`src/rtl/fft_mul_rnd_pipe.sv`:
```
`default_nettype none
// ============================================================================
// Module : fft_mul_rnd_pipe
// Pipelined multiplier with per-operand signedness, shift, rounding, saturation.
// Rev    : 1.0  initial release
// ============================================================================
module fft_mul_rnd_pipe #(
   parameter int A_WIDTH    = 18,
   parameter int B_WIDTH    = 15,
   parameter int A_SIGNED   = 1,
   parameter int B_SIGNED   = 0,
   parameter int SHIFT      = 15,
   parameter int ROUND_MODE = 1,
   parameter int DOUT_WIDTH = 16,
   parameter int NUM_STAGE  = 4
) (
   input  logic                         clk,
   input  logic                         reset,
   input  logic                         ce,
   input  logic                         din_valid,
   input  logic [A_WIDTH-1:0]           din0,
   input  logic [B_WIDTH-1:0]           din1,
   input  logic                         clr_ovf,
   output logic                         dout_valid,
   output logic signed [DOUT_WIDTH-1:0] dout,
   output logic                         ovf,
   output logic                         ovf_sticky
);

   localparam int c_PW = A_WIDTH + B_WIDTH + 2;
   localparam int c_EW = c_PW + 1;
   localparam int c_RW = ((c_EW > DOUT_WIDTH) ? c_EW : DOUT_WIDTH) + 1;
   localparam int c_ND = NUM_STAGE - 3;
   localparam logic signed [c_RW-1:0] c_MAX =
      {{(c_RW-DOUT_WIDTH+1){1'b0}}, {(DOUT_WIDTH-1){1'b1}}};
   localparam logic signed [c_RW-1:0] c_MIN =
      {{(c_RW-DOUT_WIDTH+1){1'b1}}, {(DOUT_WIDTH-1){1'b0}}};

   logic [A_WIDTH-1:0]           r_a;
   logic [B_WIDTH-1:0]           r_b;
   logic                         r_v1;
   logic signed [c_PW-1:0]       r_p;
   logic                         r_v2;
   logic                         w_a_msb;
   logic                         w_b_msb;
   logic signed [c_PW-1:0]       w_ax;
   logic signed [c_PW-1:0]       w_bx;
   logic signed [c_PW-1:0]       w_pd;
   logic                         w_vd;
   logic signed [c_EW-1:0]       w_pe;
   logic signed [c_EW-1:0]       w_shr;
   logic signed [c_RW-1:0]       w_rx;
   logic signed [DOUT_WIDTH-1:0] w_dout;
   logic                         w_sat;

   // Operands widened to the full product width so the multiply cannot truncate
   assign w_a_msb = (A_SIGNED != 0) ? r_a[A_WIDTH-1] : 1'b0;
   assign w_b_msb = (B_SIGNED != 0) ? r_b[B_WIDTH-1] : 1'b0;
   assign w_ax    = {{(c_PW-A_WIDTH){w_a_msb}}, r_a};
   assign w_bx    = {{(c_PW-B_WIDTH){w_b_msb}}, r_b};

   always_ff @(posedge clk or negedge reset) begin
      if (!reset) begin
         r_a  <= '0;
         r_b  <= '0;
         r_v1 <= 1'b0;
         r_p  <= '0;
         r_v2 <= 1'b0;
      end else if (ce) begin
         r_a  <= din0;
         r_b  <= din1;
         r_v1 <= din_valid;
         r_p  <= w_ax * w_bx;
         r_v2 <= r_v1;
      end
   end

   generate
      if (c_ND == 0) begin : g_no_dly
         assign w_pd = r_p;
         assign w_vd = r_v2;
      end else begin : g_dly
         logic signed [c_PW-1:0] r_dp [c_ND];
         logic [c_ND-1:0]        r_dv;

         always_ff @(posedge clk or negedge reset) begin
            if (!reset) begin
               for (int i = 0; i < c_ND; i++) r_dp[i] <= '0;
               r_dv <= '0;
            end else if (ce) begin
               r_dp[0] <= r_p;
               r_dv[0] <= r_v2;
               for (int i = 1; i < c_ND; i++) begin
                  r_dp[i] <= r_dp[i-1];
                  r_dv[i] <= r_dv[i-1];
               end
            end
         end

         assign w_pd = r_dp[c_ND-1];
         assign w_vd = r_dv[c_ND-1];
      end
   endgenerate

   // One guard bit keeps the rounding increment from wrapping
   assign w_pe = {w_pd[c_PW-1], w_pd};

   generate
      if (SHIFT == 0) begin : g_no_shift
         assign w_shr = w_pe;
      end else begin : g_shift
         localparam logic [c_EW-1:0] c_HALF = {{(c_EW-1){1'b0}}, 1'b1} << (SHIFT - 1);
         logic                   w_tie;
         logic                   w_inc;
         logic signed [c_EW-1:0] w_sum;

         // Exact half with an even kept LSB: convergent rounding leaves it alone
         assign w_tie = (w_pe[SHIFT-1:0] == c_HALF[SHIFT-1:0]) && !w_pe[SHIFT];

         always_comb begin
            w_inc = 1'b0;
            case (ROUND_MODE)
               1:       w_inc = 1'b1;
               2:       w_inc = !w_tie;
               default: w_inc = 1'b0;
            endcase
         end

         assign w_sum = w_pe + (w_inc ? c_HALF : '0);
         assign w_shr = w_sum >>> SHIFT;
      end
   endgenerate

   assign w_rx = {{(c_RW-c_EW){w_shr[c_EW-1]}}, w_shr};

   always_comb begin
      w_dout = w_rx[DOUT_WIDTH-1:0];
      w_sat  = 1'b0;
      if (w_rx > c_MAX) begin
         w_dout = c_MAX[DOUT_WIDTH-1:0];
         w_sat  = 1'b1;
      end else if (w_rx < c_MIN) begin
         w_dout = c_MIN[DOUT_WIDTH-1:0];
         w_sat  = 1'b1;
      end
   end

   always_ff @(posedge clk or negedge reset) begin
      if (!reset) begin
         dout       <= '0;
         dout_valid <= 1'b0;
         ovf        <= 1'b0;
         ovf_sticky <= 1'b0;
      end else if (ce) begin
         dout       <= w_dout;
         dout_valid <= w_vd;
         ovf        <= w_sat & w_vd;
         if (w_sat && w_vd) begin
            ovf_sticky <= 1'b1;
         end else if (clr_ovf) begin
            ovf_sticky <= 1'b0;
         end
      end
   end

endmodule
`default_nettype wire

```
`config.mk`:
```
export PLATFORM = sky130hd
export DESIGN_NAME = fft_mul_rnd_pipe
export DESIGN_NICKNAME = d
export VERILOG_FILES = /design/src/rtl/fft_mul_rnd_pipe.sv
export SDC_FILE = /design/constraint.sdc
export NUM_CORES = 1
export LEC_CHECK = 0
export BUFFER_PORTS_ARGS = -buffer_cell sky130_fd_sc_hd__buf_2
export CORE_ASPECT_RATIO = 0.6
export CORE_MARGIN = 5
export CORE_UTILIZATION = 65
export DETAILED_ROUTE_END_ITERATION = 10
export PLACE_DENSITY_LB_ADDON = 0.1
export SKIP_LAST_GASP = 1
export SLEW_MARGIN = 20
export SYNTH_ARGS = -nofsm -noshare
export SYNTH_HDL_FRONTEND = slang
export SYNTH_SLANG_ARGS = --single-unit
```
`constraint.sdc`:
```
create_clock -name clk -period 6.9 [get_ports clk]
set_input_delay 0.345 -clock clk [delete_from_list [all_inputs] [get_ports clk]]
set_output_delay 0.345 -clock clk [all_outputs]
set_load 0.02 [all_outputs]
```
[After elaboration in Yosys (flattened, before gate mapping)]
Index checks and enable logic that the tools add are counted.
Storage, ports and cells
  output and inout port bits: 19
  bits in writable memories: 0
  register bits after elaboration: 125
  bits in read-only memories: 0
  bits of input ports: 38
  bits in latches: 0
  memories: 0
Cells by class
  shifts and indexed selects: 0
  bitwise logic cells: 1
  div/mod/pow operators: 0
  reduce and logical (&&, ||, !) cells: 3
  equality and inequality tests: 0
  mux-type cells: 6
  $add $sub $neg: 1
  $mul: 1
  order comparisons: 2
Operator list (count)
  $add 35x16->36 const B: 1
  $mul 18x16->34: 1
  $mux 16: 2
  $gt 21x16->1 const B: 1
  $lt 21x16->1 const B: 1
  $mux 1: 4
  $reduce_and 2->1: 1
  $reduce_bool 2->1: 1
  $and 1x1->1: 1
  $logic_and 1x1->1: 1

[Logic depth before layout (Yosys ltp)]
  word-level depth: 7
  gate-level depth with buffers: 23

[Worst setup path before layout]
No wires, ideal clock.
  kind: register -> register
  from: register r_b[2]
  to: register r_p[28]
  setup slack: 0.780 ns
  path buffers: 2
  arrival time: 5.994 ns
  setup time: 0.126 ns
  cell stages (with the launch flop): 21
  path through: dfrtp_1 > clkbuf_1 > clkbuf_1 > nand2_1 > fa_1 > inv_1 > fa_1 > fa_1 > fa_1 > fa_1 > inv_1 > fa_1 > inv_1 > ha_1 > a21o_1 > a311o_1 > a2111oi_0 > nand3_1 > nand2_1 > o21ai_0 > a311o_1
Between the ends
  word-level cells in the longest chain between the ends: 1
RTL lines
  from (decl): line 40  | logic [B_WIDTH-1:0] r_b;
  from (signal assigned): line 71  | r_b <= din1;
  $mul 18x16->34: line 73  | r_p <= w_ax * w_bx;
  to (signal assigned): line 73
  to (decl): line 42  | logic signed [c_PW-1:0] r_p;
No other way between the ends.
A chain may end at the register's enable or synchronous reset.

[Worst setup path after layout]
  from: register r_b[10]
  to: register r_p[26]
Same word-level chain as after synthesis.

==> results summary <==
Leaving out fill and tap cells, the most frequent cells in the layout are inv_1, fa_1, nand2_1. Buffers placed on the I/O ports in this run total 56. The maximum number of pins on one net before global-route repair came out at 74.

Across the routed clock network, the largest skew measured is 0.0165 ns. Counting distinct cell types in the post-synthesis netlist gives 50. The DRC marker count from the first detailed-route iteration came out at 817. The mean instance size in the synthesized netlist is between 9 and 10 um^2. The via count of the first global-routing pass was slightly above 10000. The most frequent cell on the critical path is fa_1.

The synthesized netlist net count is between 1500 and 2000. The stage delay of the slowest cell on the critical path came out at just under 0.9 ns. The count of max-cap constraint violations is 0.

The count of pins over their slew limit is 0. The floorplan die area is 0.0247 mm^2. The number of vias after detailed routing is 9750. The total I/O pin count is 57. The tightest min-delay check is of the in -> reg type.

At the end of routability-driven placement, the weighted congestion stood at between 0.8 and 0.9. The run finished with clean final reports. Walking the worst path, the cells encountered are nand2_1 -> fa_1 -> inv_1 -> fa_1 -> fa_1 -> fa_1 -> fa_1 -> inv_1 -> fa_1 -> inv_1 -> ha_1 -> a21o_1 -> a311o_1 -> a2111oi_0 -> nand3_1 -> a31oi_1 -> xnor2_1 -> mux2_2.

The sink count of the clock tree came out at 95. Across every metal layer, demand over resource in global routing totals around 28%. The final hold violation count is 0. The root buffer cell chosen for the clock tree is clkbuf_16. The largest total area in the synthesized netlist belongs to fa_1.

The clock period minus final worst setup slack is around 6.6 ns. Along the worst path, the maximum fanout reaches 19. The first-pass GRT wire length came out at approximately 54000 um. The core region area is between 0.02 and 0.025 mm^2. The share of layout cells above drive strength 1 is around 9.9%. The wire length after detailed routing is approximately 32000 um.

The required time of the critical path is between 7 and 8 ns. The average wire per cell in the routed design is roughly 18 um. The post-layout net count is 1856. The fraction of synthesized cell area taken by the top area cell type is approximately two fifths. Buffers inserted during clock tree synthesis total 9. Once routing completed, OpenROAD measured the worst setup slack at approximately 0.34 ns. The die boundary height is ~120 um. The number of warning messages in the yosys log is 0.

Leaving out fill and tap cells, the most frequent cell in the layout is inv_1. The cell area after layout is between 0.01 and 0.015 mm^2. The endpoint arrival time on the critical path is just under 7 ns.

OpenSTA, run right after detailed placement, puts the worst setup slack at about 0.36 ns. For this run, the detailed router's first-pass iteration total came to 5. The half-perimeter wire length after placement came out at between 20000 and 30000 um. Counting flops with a built-in enable in the synthesized netlist gives 0. Setup violations remaining at the end of the flow were counted as 0. In the post-synthesis netlist, the biggest area contributors are fa_1, dfrtp_1, inv_1. The DRC violations left came out at 0. Synthesis inferred 95 register bits. The number of antenna violations at the first check in global routing is 0.

The starting density of the core is ~66%. The most used flip-flop cell after synthesis is dfrtp_1. In this run the cell area of the synthesized design comes to about 0.014 mm^2.

In the synthesized netlist, the number of instances is ~1400. The width of the die is ~200 um. The setup TNS came out at 0 ns. The hold path depth came out at 2. The number of standard-cell rows in the floorplan came out at 41.

TritonCTS built the clock tree. The post-CTS setup-driven buffer insertion count is 0. The share of flip-flops with an asynchronous set or reset came out at 100%. At the pin with the least slew margin, the transition time is between 0.9 and 1 ns. The cell with the largest stage delay on the worst path is dfrtp_1.

The number of cells traversed by the worst register-to-register path came out at 18. The worst slew margin relative to its limit is around two fifths. The count of inserted antenna diode cells came out at 0. The fill cell instance count of the final layout came out at between 1500 and 2000. The longest clock path from root to sink contains 2 buffers. The number of placed cells counting well taps came out at 1730. The latest clock arrival within the worst-skew pair is ~0.37 ns.

The area growth from synthesis to final layout came out at 5.77%. Setup repair after global routing left no endpoint under its margin. The post-detailed-route via-to-cell ratio is between 5 and 6. The count of antenna-violating nets left after detailed routing is 0. The worst setup path is launched from a register.

The remaining global-route overflow came out at 0. After the flow finishes, the layout carries non-filler instances totaling ~1700. The area of placed instances came out at between 0.01 and 0.015 mm^2.

Clock-pin slew was measured on the worst setup and hold paths at about 0.08 ns. The final clock period utilization by the worst path is 95.1%. The register area share after synthesis came out at roughly 17%.

The worst setup path is of the reg -> reg kind. The kind of end point of the critical path is a register. The H-tree depth is 3. Derived from the worst setup path, the maximum achievable clock frequency is between 150 and 200 MHz.
==> final timing paths <==
path                          start  slack [ns]       to
min in group asynchronous     reset        0.44   r_a[2]
max in group asynchronous     reset        5.17  r_a[17]
min reg2reg                 dout[4]        0.48  dout[4]
min                        din0[16]        0.22  r_a[16]
max                         r_b[10]        0.34  r_p[26]
max reg2reg                 r_b[10]        0.34  r_p[26]
==> cell type report <==
class / instances / area (um^2) / area share (%)
Clock inverter: 5 / 63.8 / 0.430
Tap cell: 279 / 349 / 2.35
Clock buffer: 11 / 233 / 1.57
Multi-Input combinational cell: 949 / 10100 / 68.4
Timing Repair Buffer: 69 / 385 / 2.60
Sequential cell: 95 / 2380 / 16.0
Inverter: 339 / 1270 / 8.58
==> critical path: cells and delay by family (launching register included) <==
kind                       cells  cell delay [ns]
adders and majority gates      7             3.42
AOI/OAI and AO/OA              4             1.22
xor gates and xnor gates       1             0.13
buffers and inverters          3             0.15
muxes                          1             0.27
and+or+nand+nor                2             0.36
DFF                            1             0.89
==> synth_stat cells (2+ instances only) <==
| cell type | instances |
|---|---|
| a31oi_1 | 5 |
| a311o_1 | 2 |
| o311ai_0 | 2 |
| fa_1 | 271 |
| nor2_1 | 25 |
| xnor2_1 | 23 |
| a41oi_1 | 2 |
| o2111ai_1 | 2 |
| nand4_1 | 7 |
| and3_1 | 4 |
| nand2b_1 | 2 |
| nor2b_1 | 2 |
| o31ai_1 | 4 |
| nand3_1 | 15 |
| and2_1 | 123 |
| o211ai_1 | 16 |
| inv_1 | 339 |
| buf_1 | 3 |
| nor3_1 | 12 |
| a2111o_1 | 2 |
| buf_2 | 2 |
| o21ai_0 | 25 |
| o2bb2ai_1 | 2 |
| a21o_1 | 8 |
| xor2_1 | 8 |
| dfrtp_1 | 95 |
| a211oi_1 | 6 |
| clkbuf_1 | 54 |
| o21bai_1 | 4 |
| ha_1 | 84 |
| nand2_1 | 177 |
| o21a_1 | 17 |
| or3_1 | 3 |
| a21boi_0 | 2 |
| a211o_1 | 4 |
| a2111oi_0 | 2 |
| a221oi_1 | 2 |
| and4_1 | 2 |
| mux2_2 | 60 |
| a21oi_1 | 14 |
==> metal layers <==
metal / global-route usage [%] / vias up / part of all wire [%]
met1: 43.7 / 4952 / 48
met3: 5.57 / 37 / 8.0
met2: 42.6 / 346 / 43
li1: - / 4415 / -
met5: 0 / - / 0
met4: 5.68 / 0 / 1.2
==> stage by stage <==
stage                     util [%]  hold slack [ns]
after global placement        68.7            0.272
final                         70.2            0.216
after floorplan                  -           0.0494
after detailed placement      68.7            0.279
after CTS                     70.1            0.204
after global routing          70.2            0.205
==> logic make-up after synthesis <==
| group | synth area share, % |
|---|---|
| buffers and inverters | 10.7 |
| AO/OA/AOI/OAI | 6.51 |
| XOR/XNOR | 1.94 |
| multiplexers | 4.82 |
| adder cells (fa/ha/maj) | 46.2 |
| flip-flops | 17.0 |
| AND/OR/NAND/NOR | 12.9 |
==> registers in the layout (all words and copies together) (netlist names), 15 cells and up <==
signal / flops
g_dly.r_dp: 20
r_b: 15
r_p: 20
dout: 16
r_a: 18
==> repair_timing <==
action                                 CTS  global route
endpoints found under the hold margin   22             0
hold buffers                             1             0
resized for setup                        0             1
setup endpoints to repair                0             3
Power is left out: the tool's default activity adds up to more than one toggle a clock period on the data nets, which glitch-free logic cannot reach.
